**config.mk**
```make
export PLATFORM = sky130hd
export DESIGN_NAME = byte_serializer
export DESIGN_NICKNAME = d
export VERILOG_FILES = /design/src/rtl/byte_serializer.sv
export SDC_FILE = /design/constraint.sdc
export NUM_CORES = 1
export LEC_CHECK = 0
export CORE_ASPECT_RATIO = 1.1
export CORE_MARGIN = 1.5
export CORE_UTILIZATION = 25
export DETAILED_ROUTE_END_ITERATION = 8
export PLACE_DENSITY = 0.47
export SYNTH_ARGS = -nofsm -noshare
export SYNTH_HDL_FRONTEND = slang
export SYNTH_SLANG_ARGS = --single-unit
```
**constraint.sdc**
```tcl
create_clock -name clock_1M -period 2.42 [get_ports clock_1M]
set_clock_uncertainty 0.1 [all_clocks]
set_input_delay 0.605 -clock clock_1M [delete_from_list [all_inputs] [get_ports clock_1M]]
set_output_delay 0.605 -clock clock_1M [all_outputs]
set_load 0.01 [all_outputs]
```
**src/rtl/byte_serializer.sv**
```systemverilog
// byte_serializer: parallel-to-serial transmit stage.
// Accepts bytes over valid/ready and shifts each out MSB-first on
// ser_data_out with ser_write_out held high for the whole byte, followed
// by an idle gap. Bit timing comes from an internal clock_1M divider.
//
// Optional feature: define SERIALIZER_SKID_EN to add a one-entry holding
// register so a byte can be accepted while the previous one is still
// being shifted or the gap is running. Without the macro, ready_out is
// only high in IDLE.
//
// Parameters:
//   CLK_DIV    clock_1M cycles per serial bit (2..255)
//   GAP_CYCLES idle cycles with the strobe low between bytes (1..255)

module byte_serializer #(
    parameter int CLK_DIV    = 10,
    parameter int GAP_CYCLES = 10
) (
    input  logic       clock_1M,
    input  logic       reset,
    input  logic [7:0] byte_in,
    input  logic       valid_in,
    output logic       ready_out,
    input  logic       hold_in,
    output logic       ser_data_out,
    output logic       ser_write_out,
    output logic       busy_out
);

    typedef enum logic [1:0] {
        IDLE  = 2'd0,
        SHIFT = 2'd1,
        GAP   = 2'd2
    } state_t;

    // Terminal counts for the shared divider/gap counter.
    localparam logic [7:0] DIV_LAST = 8'(CLK_DIV - 1);
    localparam logic [7:0] GAP_LAST = 8'(GAP_CYCLES - 1);

    state_t     state;
    state_t     state_nxt;

    logic [7:0] shreg;
    logic [2:0] bit_cnt;
    logic [7:0] div_cnt;

    logic       xfer;
    logic       launch;
    logic [7:0] launch_byte;

    logic       div_tc;
    logic       gap_tc;
    logic       last_bit;

    logic       ser_data_nxt;
    logic       ser_write_nxt;

    assign div_tc   = (div_cnt == DIV_LAST);
    assign gap_tc   = (div_cnt == GAP_LAST);
    assign last_bit = (bit_cnt == 3'd7);

`ifdef SERIALIZER_SKID_EN
    logic       hold_full;
    logic [7:0] hold_data;
    logic       store;

    // Acceptance depends only on holding-register occupancy; the stored
    // byte always goes out before a freshly offered one.
    assign ready_out   = !reset && !hold_full;
    assign xfer        = valid_in && ready_out;
    assign launch      = (state == IDLE) && !hold_in && (hold_full || xfer);
    assign launch_byte = hold_full ? hold_data : byte_in;
    // A transferred byte bypasses the holding register only when it is
    // launched straight from IDLE with nothing stored ahead of it.
    assign store       = xfer && !(launch && !hold_full);

    // Holding register occupancy flag.
    always_ff @(posedge clock_1M or posedge reset) begin
        if (reset) begin
            hold_full <= 1'b0;
        end else if (store) begin
            hold_full <= 1'b1;
        end else if (launch && hold_full) begin
            hold_full <= 1'b0;
        end
    end

    // Holding register payload; only meaningful while hold_full is set.
    always_ff @(posedge clock_1M) begin
        if (store) begin
            hold_data <= byte_in;
        end
    end
`else
    // No buffering: a byte can only be taken when a launch is possible.
    assign ready_out   = !reset && (state == IDLE) && !hold_in;
    assign xfer        = valid_in && ready_out;
    assign launch      = xfer;
    assign launch_byte = byte_in;
`endif

    assign busy_out = (state != IDLE);

    // State register.
    always_ff @(posedge clock_1M or posedge reset) begin
        if (reset) begin
            state <= IDLE;
        end else begin
            state <= state_nxt;
        end
    end

    // Next-state logic: a byte always runs to completion once in SHIFT.
    always_comb begin
        state_nxt = state;
        case (state)
            IDLE: begin
                if (launch) begin
                    state_nxt = SHIFT;
                end
            end
            SHIFT: begin
                if (div_tc && last_bit) begin
                    state_nxt = GAP;
                end
            end
            GAP: begin
                if (gap_tc) begin
                    state_nxt = IDLE;
                end
            end
            default: begin
                state_nxt = IDLE;
            end
        endcase
    end

    // Output decode; the values are registered one edge later.
    always_comb begin
        ser_write_nxt = 1'b0;
        ser_data_nxt  = 1'b0;
        if (state == SHIFT) begin
            ser_write_nxt = 1'b1;
            ser_data_nxt  = shreg[7];
        end
    end

    // Registered serial outputs, cleared asynchronously by reset.
    always_ff @(posedge clock_1M or posedge reset) begin
        if (reset) begin
            ser_write_out <= 1'b0;
            ser_data_out  <= 1'b0;
        end else begin
            ser_write_out <= ser_write_nxt;
            ser_data_out  <= ser_data_nxt;
        end
    end

    // Divider and bit counter; the divider doubles as the gap timer.
    always_ff @(posedge clock_1M or posedge reset) begin
        if (reset) begin
            div_cnt <= 8'd0;
            bit_cnt <= 3'd0;
        end else begin
            case (state)
                SHIFT: begin
                    if (div_tc) begin
                        div_cnt <= 8'd0;
                        bit_cnt <= bit_cnt + 3'd1;
                    end else begin
                        div_cnt <= div_cnt + 8'd1;
                    end
                end
                GAP: begin
                    if (gap_tc) begin
                        div_cnt <= 8'd0;
                    end else begin
                        div_cnt <= div_cnt + 8'd1;
                    end
                end
                default: begin
                    div_cnt <= 8'd0;
                    bit_cnt <= 3'd0;
                end
            endcase
        end
    end

    // Shift register: load on launch, shift left at each bit boundary.
    always_ff @(posedge clock_1M) begin
        if (launch) begin
            shreg <= launch_byte;
        end else if ((state == SHIFT) && div_tc) begin
            shreg <= {shreg[6:0], 1'b0};
        end
    end

endmodule

```
# Word-level counts from Yosys, hierarchy flattened

Cells that the tools add are included.

Bits in registers: 23
Input port bits: 12
Output and inout bits: 4
Logic and storage cells: 42

Add/subtract/negate cells: 2
Equality and inequality tests: 8
Multiplexer cells: 12
Bitwise gates (word level): 1
Reduce and logical (&&, ||, !) cells: 13

Operator list:

| kind                  | count |
|---|---|
| $mux W8               | 4 |
| $add A8 B1 Y8 const B | 1 |
| $eq A8 B4 Y1 const B  | 1 |
| $ne A2 B2 Y1 const B  | 4 |
| $mux W2               | 3 |
| $pmux W2 S3           | 1 |
| $pmux W3 S2           | 1 |
| $logic_and A1 B1 Y1   | 5 |
| $reduce_bool A2 Y1    | 2 |
| $add A3 B1 Y3 const B | 1 |
| $eq A3 B3 Y1 const B  | 1 |
| $mux W3               | 1 |
| $reduce_and A3 Y1     | 1 |
| $eq A2 B1 Y1 const B  | 1 |
| $eq A2 B2 Y1 const B  | 1 |
| $logic_not A1 Y1      | 2 |
| $logic_not A2 Y1      | 1 |
| $mux W1               | 2 |
| $reduce_and A2 Y1     | 1 |
| $reduce_or A2 Y1      | 1 |
| $not A1 Y1            | 1 |

# Logic depth before layout (Yosys ltp)

Word-level depth: 6
Depth in mapped cells: 6
Gate-level depth less buffers: 6

# Least setup slack after synthesis

No wires, ideal clock.

Kind: flip-flop to flip-flop
Start: register div_cnt[1]
End: register shreg[0], enable pin
Setup time: 375 ps
Arrival time: 1549 ps
Data required time: 1945 ps
Setup slack: 397 ps
Cell stages (with the launch flop): 6
Buffers on the path: 0
Clock period less this slack: 2023 ps
Cells stage by stage: dfrtp_1 -> inv_1 -> ha_1 -> nor4b_2 -> nand3_1 -> o21bai_1

Longest elaborated chain between the ends: 3

Ends and longest elaborated chain:

| item                                | RTL line | text |
|---|---|---|
| start, declared                     | 45       | `logic [7:0] div_cnt;` |
| start signal, assigned              | 171      | `div_cnt <= div_cnt + 8'd1;` |
| start signal, assigned              | 178      | `div_cnt <= div_cnt + 8'd1;` |
| $eq A8 B4 Y1                        | 58       | `assign div_tc = (div_cnt == DIV_LAST);` |
| $logic_and A1 B1 Y1                 | 193      | `end else if ((state == SHIFT) && div_tc) begin` |
| $reduce_bool A2 Y1 (no source line) | --       |  |
| end signal, assigned                | 192      | `shreg <= launch_byte;` |
| end signal, assigned                | 194      | `shreg <= {shreg[6:0], 1'b0};` |
| end, declared                       | 43       | `logic [7:0] shreg;` |

Every way passes these cells.
A chain may end at the register's enable or synchronous reset.

# Worst setup path after layout

Start: register state[0]
End: output ready_out

Longest elaborated chain between the ends: 3

Ends and longest elaborated chain:

| item                             | RTL line | text |
|---|---|---|
| start, declared                  | 40       | `state_t state;` |
| start signal, assigned           | 109      | `state <= state_nxt;` |
| $logic_not A2 Y1                 | 96       | `assign ready_out = !reset && (state == IDLE) && !hold_in;` |
| $logic_and A1 B1 Y1 (2 in a row) | 96       |  |
| end, declared                    | 23       | `output logic ready_out,` |

Every way passes these cells.

==> run metrics <==
status finished, final reports clean; Cell Pwr Density 783 mW/mm^2; Resized Gates After CTS 1; area grow syn2layout 26.8%; overall routed net length 2200 um; DIE AREA 0.00504 sq mm; clk slew on worst S/H paths 0.08 ns; port bufs 15; element type at the critical path end primary output; setup ws final 0.117 ns; first-pass GRT wire length 3740 um; Mapped Cells 97; largest net degree at the start of global routing 16; ratio of cells with drive above 1 in the final layout 16.7%; post-route setup TNS 0 ns; Leak 0.000648 uW; Non-Filler Instances 174; Final Cell Area 0.00146 sq mm; Starting Density 26.4%; Worst-Margin Slew 0.595 ns; Psw 374 uW; Logic pwr share 35.2%; Ant. Diodes 0; dpl cell area 0.00142 sq mm; # clock sinks 23; Core Area 0.00438 sq mm; relative slew slack 60.3%; Die H 74.3 um; I/O Pins 16; VDD IR max 0.469 mV; Data required, critical path 1.71 ns; ANT nets after route 0; vias in the first global route 850; Starting DRT DRC Count 17; Hold Vio Cnt, Final 0; residual DRC count 0; grt total ovfl 0; Post-CTS Setup Bufs 0; via count 777; post-synthesis cell type count 23; CP Class reg2out; clock latency on the worst-skew pair 0.26 ns; Reg power frac 44.6%; Switching Fraction 32.6%; die width 67.8 um; most frequent cells in the layout 15 x dfrtp_1, 14 x clkdlybuf4s50_1, 11 x nor2_1; register area share after synthesis 53.3%; fill cell count 464; commonest non-fill, non-tap cell in the layout dfrtp_1; Max Fclk 434 MHz; Yosys Warn Count 0; Critical Path Source Type flip-flop; area leader, netlist dfrtp_1; Syn Std Cell Area 0.00115 sq mm; #FFs+latches synth 23; Clk pwr share 20.3%; CTS tree yes; class of the worst hold path reg2reg; worst-path maximum fanout 4; crit path DAT 1.60 ns; initial antenna violation count 0; RSZ-0062 raised after global routing false; H-tree depth 1; Power Internal 773 uW; Nets 142; ranking of synthesized cells by area dfrtp_1 33%, edfxtp_1 21%, ha_1 9.8%; end-of-flow core utilization 33.4%; max-cap violations 0; Tot GR Track Use 10.0%; Wirelength per Cell 12.6 um; minimum clock period 2.30 ns; Avg Inst Size Synth 11.9 sq um; final period utilization 95.2%; deepest clock path buffer count 2; root buffer cell clkbuf_8; CTS Buf Count 3; placed insts 170; syn nets 118; drt pass-1 iters 4; endpoints failing setup 0; Detail Placement HPWL 1690 um; via-per-instance ratio 4.47; share of the synthesized area in the top cell type 32.5%; GP Congestion 0.676; row count 25; DP Worst Slack -0.150 ns; # hold bufs at CTS 0; pins over their slew limit 0
-- registers in the layout (all words and copies together) (netlist names) --
register / flops
ser_data_out: 1
div_cnt: 8
shreg: 8
bit_cnt: 3
state: 2
ser_write_out: 1
-- synth_stat cells --
library cell   n
a22oi_2        1
nor4b_1        1
nor2_1        11
a21oi_1        1
nand4_1        1
nor3_1         1
mux2i_1        3
and3_1         4
dfrtp_1       15
inv_1          6
ha_1           9
o21bai_1       1
edfxtp_1       8
buf_2          1
nor2b_1        2
o21ai_0        3
nor4b_2        1
mux2_2         9
xnor2_1        2
xor2_1         4
and2_1         2
nand2_1        5
nand3_1        6
-- stage by stage --
stage               hold WS (ns)  total power, uW
floorplan                  0.333              769
global placement           0.377              916
detailed placement         0.353              930
CTS                        0.389             1170
global route               0.422             1240
finish                     0.397             1150
-- kinds of logic (layout without fill, tap and decap cells) --
group	count (synthesis)	count (layout)	share of synthesized area (%)
AOI/OAI and AO/OA	6	6	3.47
buffers and inverters	7	30	2.38
DFF	23	23	53.3
xor gates and xnor gates	6	6	4.55
and+or+nand+nor	34	34	15.2
adders and majority gates	9	9	9.75
muxes	12	12	11.4
-- layer usage --
layer  track usage [%]  up-vias  routed length [um]
met5                 0        -                   0
met4              2.44        0                  28
met3              3.93        6                 115
met2              18.5       16                1150
met1              10.6      375                 909
li1                  -      380                   -
-- final timing paths --
check / from / endpoint / slack (ns) / cells past startpoint
hold / removal: shreg[7]$_DFFE_PP_ / ser_data_out$_DFF_PP0_ / 0.40 / 1
setup / recovery: state[0]$_DFFE_PP0P_ / ready_out / 0.12 / 5
hold reg to reg: shreg[7]$_DFFE_PP_ / ser_data_out$_DFF_PP0_ / 0.40 / 1
setup reg to reg: state[1]$_DFFE_PP0P_ / state[1]$_DFFE_PP0P_ / 0.51 / 6
max in group asynchronous: reset / bit_cnt[1]$_DFFE_PP0P_ / 1.06 / 3
min in group asynchronous: reset / div_cnt[1]$_DFF_PP0_ / 0.78 / 3
-- area by class of cell --
| cell class | instances | area [sq um] | share of cell area (%) |
|---|---|---|---|
| Clock buffer | 4 | 45.0 | 3.08 |
| Inverter | 6 | 22.5 | 1.54 |
| Timing Repair Buffer | 20 | 199 | 13.6 |
| Tap cell | 54 | 67.6 | 4.62 |
| Multi-Input combinational cell | 67 | 514 | 35.1 |
| Sequential cell | 23 | 616 | 42.1 |
-- critical path, stage by stage (launching register included) --
cell and delay, ns:
dfrtp_1 0.42, inv_1 0.12, ha_2 0.21, inv_1 0.06
nor3_1 0.23, dlygate4sd1_1 0.29
-- power groups by stage --
stage	clock [uW]	sequential, uW	combinational [uW]
after floorplan	0	514	254
after global placement	0	517	399
after detailed placement	0	520	410
after CTS	249	511	410
after global routing	264	521	457
final	233	511	403
No activity file was read; power rests on OpenSTA's default activity.
